==> src/rtl/fht_twiddle_seq_pkg.sv <==
// Shared state type and constant helpers for the FHT twiddle sequencer.
// The GAP state only exists when FHT_TW_STAGE_GAP_EN is defined.
package fht_pkg;

    localparam int DEF_A_BIT     = 10;
    localparam int DEF_N_STAGE   = 11;
    localparam int DEF_S_BIT     = 4;
    localparam int DEF_STAGE_GAP = 2;

`ifdef FHT_TW_STAGE_GAP_EN
    typedef enum logic [2:0] {
        IDLE,
        RUN,
        GAP,
        FLUSH,
        DONE
    } fht_state_t;
`else
    typedef enum logic [2:0] {
        IDLE,
        RUN,
        FLUSH,
        DONE
    } fht_state_t;
`endif

    // Butterflies issued per stage for an N = 2^n_stage point transform.
    function automatic int bfly_per_stage(input int n_stage);
        return 1 << (n_stage - 1);
    endfunction

    // Right shift turning a butterfly index into its twiddle index k.
    function automatic int k_shift(input int n_stage, input int s);
        return n_stage - 1 - s;
    endfunction

    // Left shift scaling k onto the quarter-wave ROM address range.
    function automatic int a_shift(input int a_bit, input int s);
        return a_bit - s + 1;
    endfunction

endpackage

==> src/rtl/fht_twiddle_addr.sv <==
// Combinational twiddle address generator: (stage, butterfly) -> (ROM address, half select).
// Angles past pi/2 fold back onto the quarter-wave table with sel marking the +pi/2 pair.
module fht_twiddle_addr
    import fht_pkg::*;
#(
    parameter int A_BIT   = DEF_A_BIT,
    parameter int N_STAGE = DEF_N_STAGE,
    parameter int S_BIT   = DEF_S_BIT
) (
    input  logic [S_BIT-1:0]   s,
    input  logic [N_STAGE-2:0] b,
    output logic [A_BIT-1:0]   addr,
    output logic               sel
);

    localparam int B_W = N_STAGE - 1;
    localparam int W_W = A_BIT + B_W;

    logic [B_W-1:0] k;
    logic [B_W-1:0] half;
    logic [B_W-1:0] koff;

    always_comb begin
        k    = b >> k_shift(N_STAGE, int'(s));
        half = '0;
        koff = '0;
        sel  = 1'b0;
        addr = '0;
        // stage 0 always uses twiddle 0, and 2^(s-1) is undefined there
        if (s != '0) begin
            half = B_W'(1) << (int'(s) - 1);
            if (k < half) begin
                koff = k;
            end else begin
                koff = k - half;
                sel  = 1'b1;
            end
            addr = A_BIT'(W_W'(koff) << a_shift(A_BIT, int'(s)));
        end
    end

endmodule

==> src/rtl/fht_twiddle_seq.sv <==
// FHT twiddle ROM sequencer: walks stages/butterflies, drives ROM address, aligns valid/sel/stage.
// Define FHT_TW_STAGE_GAP_EN to insert STAGE_GAP idle cycles between stages.
//
//   state | meaning
//   IDLE  | waiting for iSTART
//   RUN   | one butterfly twiddle issued per non-stalled cycle
//   GAP   | inter-stage bubble (FHT_TW_STAGE_GAP_EN only)
//   FLUSH | one cycle for the last ROM read to drain
//   DONE  | transform complete, oDONE pulses on the following cycle
module fht_twiddle_seq
    import fht_pkg::*;
#(
    parameter int A_BIT     = DEF_A_BIT,
    parameter int N_STAGE   = DEF_N_STAGE,
    parameter int S_BIT     = DEF_S_BIT,
    parameter int STAGE_GAP = DEF_STAGE_GAP
) (
    input  logic             iCLK,
    input  logic             iRESET,
    input  logic             iSTART,
    input  logic             iSTALL,
    output logic [A_BIT-1:0] oADDR,
    output logic             oSEL,
    output logic             oVALID,
    output logic [S_BIT-1:0] oSTAGE,
    output logic             oBUSY,
    output logic             oDONE
);

    localparam int B_W = N_STAGE - 1;
    localparam logic [B_W-1:0]   B_LAST = B_W'(bfly_per_stage(N_STAGE) - 1);
    localparam logic [S_BIT-1:0] S_LAST = S_BIT'(N_STAGE - 1);

    fht_state_t       state, state_n;
    logic [S_BIT-1:0] s_q, s_n;
    logic [B_W-1:0]   b_q, b_n;
    logic [A_BIT-1:0] addr_w, addr_q;
    logic             sel_w;
    logic             issue;
    logic             valid_q, sel_q, busy_q, done_q;
    logic [S_BIT-1:0] stage_q;

`ifdef FHT_TW_STAGE_GAP_EN
    localparam int G_W = (STAGE_GAP > 1) ? $clog2(STAGE_GAP) : 1;
    logic [G_W-1:0]   gap_q, gap_n;
`endif

    fht_twiddle_addr #(
        .A_BIT   (A_BIT),
        .N_STAGE (N_STAGE),
        .S_BIT   (S_BIT)
    ) u_addr (
        .s    (s_q),
        .b    (b_q),
        .addr (addr_w),
        .sel  (sel_w)
    );

    assign issue = (state == RUN);
    // outside RUN the ROM keeps seeing the last issued address
    assign oADDR = issue ? addr_w : addr_q;

    always_comb begin
        state_n = state;
        s_n     = s_q;
        b_n     = b_q;
`ifdef FHT_TW_STAGE_GAP_EN
        gap_n   = gap_q;
`endif
        if (!iSTALL) begin
            case (state)
                IDLE: begin
                    if (iSTART) begin
                        state_n = RUN;
                        s_n     = '0;
                        b_n     = '0;
                    end
                end
                RUN: begin
                    if (b_q == B_LAST) begin
                        if (s_q == S_LAST) begin
                            state_n = FLUSH;
                        end else begin
                            s_n = s_q + 1'b1;
                            b_n = '0;
`ifdef FHT_TW_STAGE_GAP_EN
                            state_n = GAP;
                            gap_n   = G_W'(STAGE_GAP - 1);
`endif
                        end
                    end else begin
                        b_n = b_q + 1'b1;
                    end
                end
`ifdef FHT_TW_STAGE_GAP_EN
                GAP: begin
                    if (gap_q == '0) begin
                        state_n = RUN;
                    end else begin
                        gap_n = gap_q - 1'b1;
                    end
                end
`endif
                FLUSH:   state_n = DONE;
                DONE:    state_n = IDLE;
                default: state_n = IDLE;
            endcase
        end
    end

    always_ff @(posedge iCLK) begin
        if (!iRESET) begin
            state   <= IDLE;
            s_q     <= '0;
            b_q     <= '0;
            addr_q  <= '0;
            valid_q <= 1'b0;
            sel_q   <= 1'b0;
            stage_q <= '0;
            busy_q  <= 1'b0;
            done_q  <= 1'b0;
`ifdef FHT_TW_STAGE_GAP_EN
            gap_q   <= '0;
`endif
        end else if (!iSTALL) begin
            state   <= state_n;
            s_q     <= s_n;
            b_q     <= b_n;
            addr_q  <= oADDR;
            valid_q <= issue;
            sel_q   <= issue & sel_w;
            stage_q <= s_q;
            // busy covers the DONE state so it drops together with the oDONE pulse
            busy_q  <= (state != IDLE) | iSTART;
            done_q  <= (state == DONE);
`ifdef FHT_TW_STAGE_GAP_EN
            gap_q   <= gap_n;
`endif
        end
    end

    assign oSEL   = sel_q;
    assign oVALID = valid_q;
    assign oSTAGE = stage_q;
    assign oBUSY  = busy_q;
    assign oDONE  = done_q;

endmodule

==> config.mk <==
export PLATFORM = sky130hd
export DESIGN_NAME = fht_twiddle_seq
export DESIGN_NICKNAME = d
export VERILOG_FILES = /design/src/rtl/fht_twiddle_seq_pkg.sv /design/src/rtl/fht_twiddle_addr.sv /design/src/rtl/fht_twiddle_seq.sv
export SDC_FILE = /design/constraint.sdc
export NUM_CORES = 1
export LEC_CHECK = 0
export CAP_MARGIN = 15
export CELL_PAD_IN_SITES_DETAIL_PLACEMENT = 0
export CELL_PAD_IN_SITES_GLOBAL_PLACEMENT = 1
export CORE_UTILIZATION = 52
export CTS_CLUSTER_SIZE = 40
export DETAILED_ROUTE_END_ITERATION = 10
export DONT_BUFFER_PORTS = 1
export HOLD_SLACK_MARGIN = 0.03
export MAX_ROUTING_LAYER = met4
export PLACE_DENSITY = 0.82
export SLEW_MARGIN = 0
export SYNTH_ARGS = -nofsm -noshare
export SYNTH_HDL_FRONTEND = slang
export SYNTH_HIERARCHICAL = 1
export SYNTH_SLANG_ARGS = --single-unit
==> constraint.sdc <==
create_clock -name iCLK -period 11.5 [get_ports iCLK]
set_clock_uncertainty 0.05 [all_clocks]
set_input_delay 1.725 -clock iCLK [delete_from_list [all_inputs] [get_ports iCLK]]
set_output_delay 1.725 -clock iCLK [all_outputs]
set_load 0.05 [all_outputs]
# == Yosys cells after proc, flatten, opt, wreduce, memory -nomap -nowiden ==
# Index checks and enable logic that the tools add are counted.
# totals
ff_bits,35
in_bits,4
output_inout_bits,18
# classes
add_sub_neg,6
magnitude_cmp,1
eq_ne,10
n_shift,3
n_mux,18
n_bitwise,3
reduce_logical,7
# ops
operator,count
10-bit 2-to-1 mux,7
"32-bit by 2-bit adder with 32-bit output, second input constant",1
"1-bit by 32-bit << shifter with 10-bit output, first input constant",1
10-bit by 32-bit << shifter with 10-bit output,1
10-bit by 32-bit right shift with 10-bit output,1
10-bit one-hot mux with 2 select lines,1
4-bit 2-to-1 mux,3
"10-bit by 1-bit adder with 10-bit output, second input constant",1
"10-bit == test, second input constant",1
10-bit < comparator,1
10-bit subtractor,1
3-bit 2-to-1 mux,3
3-bit one-hot mux with 3 select lines,1
4-bit one-hot mux with 2 select lines,1
4-bit AND reduction,2
"3-bit by 2-bit == test with 1-bit output, second input constant",2
5-bit AND reduction,1
"4-bit by 1-bit subtractor with 5-bit output, second input constant",1
"4-bit by 4-bit subtractor with 5-bit output, first input constant",1
"4-bit by 1-bit adder with 4-bit output, second input constant",1
"4-bit == test, second input constant",1
"2-bit by 1-bit inequality test with 1-bit output, second input constant",2
"2-bit inequality test, second input constant",2
4-bit nonzero test,1
9 further kinds,10

# == Logic depth before layout (Yosys ltp) ==
# depth
word_depth,8
mapped_depth,22

# == By module ==
# The synthesis kept the hierarchy.
# modules_own_cells
mod,n_inst,cells_each,area_per_inst_um2,seq_area_each_um2
fht_twiddle_addr,1,255,1759.2,0.0
fht_twiddle_seq,1,204,1747.9,680.7

# == Least setup slack after synthesis ==
# OpenSTA, ideal clock, no wires.
# synth_path
kind,reg2out
start,register s_q[0]
end,output oADDR[8]
arrival_time_ps,4923
required_ps,9725
path_slack_ps,4802
path_stages_with_launch,20
path_buffers,5
cell_sequence,dfxtp_1 buf_2 buf_2 clkinv_1 ha_1 clkbuf_1 clkbuf_1 clkbuf_1 and4_1 ha_1 fa_1 nor2b_1 o31ai_2 a21oi_1 nor2_1 mux2_2 or3_1 o32a_1 o211ai_1 mux2_2
# synth_via
elab_chain_cells,8
elab_cells_between_ends,13
classes_between,add/sub (4); order compare (1); shift (3); mux (4); reduce/logical (1)
# synth_rtl
element,line_no,text
start: declaration,fht_twiddle_seq.sv:35,"logic [S_BIT-1:0] s_q, s_n;"
start signal: assignment,fht_twiddle_seq.sv:127,s_q <= s_n;
4-bit by 4-bit subtractor with 5-bit output / 4-bit by 1-bit subtractor with 5-bit output (equally long branches),"fht_twiddle_seq_pkg.sv:34, fht_twiddle_seq_pkg.sv:39, fht_twiddle_addr.sv:31",
10-bit by 32-bit right shift with 10-bit output / 1-bit by 32-bit << shifter with 10-bit output (equally long branches),"fht_twiddle_addr.sv:24, fht_twiddle_addr.sv:31",
10-bit subtractor / 10-bit < comparator (equally long branches),"fht_twiddle_addr.sv:35, fht_twiddle_addr.sv:32",
10-bit 2-to-1 mux,fht_twiddle_addr.sv:32,if (k < half) begin
10-bit 2-to-1 mux,fht_twiddle_addr.sv:30,if (s != '0) begin
10-bit by 32-bit << shifter with 10-bit output,fht_twiddle_addr.sv:38,"addr = A_BIT'(W_W'(koff) << a_shift(A_BIT, int'(s)));"
10-bit 2-to-1 mux *,fht_twiddle_addr.sv:30,
net addr_w[8],fht_twiddle_seq.sv:37,"logic [A_BIT-1:0] addr_w, addr_q;"
10-bit 2-to-1 mux *,fht_twiddle_seq.sv:61,assign oADDR = issue ? addr_w : addr_q;
end: declaration,fht_twiddle_seq.sv:22,"output logic [A_BIT-1:0] oADDR,"
# The timed path passes the listed nets; every way through them passes the cells marked *. The select of a mux whose other input is x is not followed.

# == Worst setup path in the final report ==
# Ends and elaborated chain as after synthesis.

==> reports/results.tsv <==
metric	value	unit
WP buf/inv	3	
grt total ovfl	0	
sequential fraction of the synthesis area	0.194	
worst reg2reg setup slack	5.35	ns
critical path capture point type	output port	
die width	84.1	um
most used cell, CP	a21oi_1	
Final nets	473	
Setup TNS	0	ns
Synth Cell Area	3510	sq um
peak supply drop	61.8	uV
wire per inst	18.5	um
number of global-route vias before repair	3260	
Mapped Nets	489	
Reg power frac	0.463	
GR Layer Usage met3	0.0514	
final non-filler cell area	3620	sq um
CP max-delay cell	ha_1	
clock transition at the registers of the reported paths	0.07	ns
Top Ports	22	
slowest cell delay on critical path	0.95	ns
RSZ-0062 raised after global routing	no	
Rows	29	
Starting Density	0.546	
number of flops mapped to enable cells by yosys	0	
area growth from synthesis to layout	3.35	%
Finished Core Util	0.564	
max_cap viols	0	
initial antenna violation count	0	
CTS buffer count	5	
Critical R2R Capture	addr_q[8]$_SDFFE_PN0N_	
Hold Path Class	flop to flop	
gpl congestion	0.938	
CTS sink count	34	
via count	3466	
yosys synthesis warning count	6	
Synth async-reset ratio	0	
GRT met2 Usage	0.435	
Cells after Synth	459	
initial DRC count	281	
setup bufs post-CTS	0	
global-route wire length before repair	16400	um
logic gate share of total power	0.101	
Hold Path Cell Cnt	2	
overall routing resource usage	0.294	
Post-CTS Hold Buffers	0	
Synth Area per Inst	7.64	sq um
Post-DP HPWL	7070	um
crit-path cells	buf_4 -> clkinv_1 -> ha_1 -> inv_1 -> a211oi_1 -> o21ai_0 -> a21oi_1 -> nor2_1 -> fa_1 -> nor2b_1 -> o31ai_2 -> a21oi_1 -> nor2_1 -> o31ai_1 -> a21oi_1 -> o32a_1 -> o211ai_1 -> mux2_2	
CTS tree	done	
dpl ws	3.77	ns
NetSw	0.0677	mW
clock network fraction of design power	0.436	
# fillers	640	
die area	7080	sq um
CP arrival	6.49	ns
Max Clk Rate	121	MHz
Yosys cell types	76	
placed cell area	3510	sq um
DRC	0	
Antenna Nets Post-Route	0	
final hold vios	0	
family with the most delay on the worst path	compound AO/OA/AOI/OAI gates	
PwrDens	73.2	nW/um^2
Multi-input gate area	2670	sq um
Root Driver	clkbuf_8	
largest net degree at the start of global routing	36	
Slew Limit Fails	0	
fin crit period	8.27	ns
n_diodes	0	
crit path max fanout	35	
critical path type	flop to output port	
Setup crit start kind	flop	
part of the cycle the worst path needs	0.719	
Worst Max-Slew Pin Slew	1.09	ns
# port buffers	0	
Most used DFF post-synth	dfxtp_1	
chip height	84.1	um
met1 Use GR	0.414	
WP data required	9.73	ns
Internal	0.198	mW
Final Setup Violations	0	
Hold EP	addr_q[9]$_SDFFE_PN0N_	
Worst-Skew Late Latency	0.29	ns
via-per-instance ratio	6.67	
drt pass-1 iters	5	
htree depth	2	
clk buf depth	2	
core area	6420	sq um
hold_sp	addr_q[9]$_SDFFE_PN0N_	
Reg2Reg Launch Point	s_q[0]$_SDFFE_PN0P_	
busiest grt layer	met2	
leakage power	1.35	nW
Resized Gates After CTS	0	
Slew HR	0.276	
Routed WL	9620	um
#FFs+latches synth	34	
Worst Slack Setup Final	3.23	ns
share of layout cells above drive strength 1	0.0858	
WP depth	18	
Switching Fraction	0.255	
status	complete, no violations	
worst reg2reg path depth	19	
Storage cell area	681	sq um
==> power groups by stage <==
stage	clock, mW	combinational [mW]	sequential (mW)
2_1_floorplan	0	0.0226	0.125
3_3_place_gp	0	0.0260	0.126
3_5_place_dp	0	0.0264	0.126
4_1_cts	0.117	0.0265	0.123
5_1_grt	0.122	0.0297	0.123
6_report	0.116	0.0267	0.123
==> tightest hold or removal path, delay by kind of cell, from the launching register on <==
family          cells  cell delay [ns]
simple gates        1             0.05
compound gates      1             0.05
flops               1             0.31
==> per-layer routing <==
| layer | up-vias | part of all wire |
|---|---|---|
| li1 | 1692 | - |
| met1 | 1639 | 0.49 |
| met2 | 121 | 0.44 |
| met3 | 14 | 0.062 |
| met4 | 0 | 0.0078 |
| met5 | - | 0 |
==> layout make-up <==
class,count,share of cell area
Clock inverter,1,0.00828
Inverter,14,0.0145
Clock buffer,6,0.0228
Multi-Input combinational cell,386,0.736
Timing Repair Buffer,2,0.00414
Sequential cell,34,0.188
Tap cell,77,0.0266
==> sequential cells by signal (all words and copies together), names as in the netlist <==
register / count
addr_q: 10
oBUSY: 1
state: 2
oSTAGE: 4
oSEL: 1
b_q: 10
s_q: 4
oVALID: 1
oDONE: 1
==> cells by family (layout without fill, tap and decap cells) <==
logic type,Yosys count,count (layout),synth area share
compound gates,134,134,0.272
xor+xnor,8,8,0.0221
fa+ha+maj,26,26,0.0949
buf+inv,39,23,0.0453
flops,34,34,0.194
mux,37,37,0.112
simple gates,181,181,0.260
==> per-stage QoR <==
| stage | total power [mW] | hold WS, ns | cells |
|---|---|---|---|
| 5_1_grt | 0.275 | 0.422 | 520 |
| 6_report | 0.265 | 0.403 | 520 |
| 3_5_place_dp | 0.152 | 0.394 | 513 |
| 4_1_cts | 0.267 | 0.405 | 520 |
| 3_3_place_gp | 0.152 | 0.389 | 513 |
| 2_1_floorplan | 0.148 | 0.384 | 459 |
==> Yosys cell counts, types with 4 or more instances <==
cell type	number	area, sq um
nor4_1	4	25.0
o21ai_0	13	65.1
buf_2	4	20.0
nor2_1	42	158
xnor2_1	6	52.6
nand3_1	19	95.1
nand2b_1	9	56.3
a211oi_1	8	60.1
a21oi_1	35	175
nand2_1	51	191
a221oi_1	6	52.6
inv_1	12	45.0
a21o_1	8	60.1
and3_1	6	37.5
dfxtp_1	34	681
clkbuf_1	15	56.3
nor2b_1	9	56.3
o211ai_1	4	30.0
mux2_2	14	158
nor3_1	10	50.1
a31oi_1	8	50.1
or3_1	6	37.5
nand4_1	5	31.3
mux2i_1	22	220
buf_1	4	15.0
ha_1	25	313
==> worst max-delay path by stage <==
| stage | slack [ns] | from | end |
|---|---|---|---|
| finish | 3.23 | s_q[0]$_SDFFE_PN0P_ | oADDR[8] |
| CTS | 3.42 | s_q[0]$_SDFFE_PN0P_ | oADDR[8] |
| global route | 2.79 | s_q[0]$_SDFFE_PN0P_ | oADDR[8] |
| floorplan | 4.80 | s_q[0]$_SDFFE_PN0P_ | oADDR[8] |
| detailed placement | 3.77 | s_q[0]$_SDFFE_PN0P_ | oADDR[8] |
| global placement | 3.78 | s_q[0]$_SDFFE_PN0P_ | oADDR[8] |
==> cells in the final DEF, fill, tap and decap left out, drive strengths merged, types with 9 or more instances in the layout <==
cell,n
nand2,51
nor2,43
a21oi,36
dfxtp,34
ha,25
mux2i,22
nand3,19
mux2,15
o21ai,15
inv,13
nor3,10
nand2b,9
nor2b,9
Power figures use the tool's default switching activity.
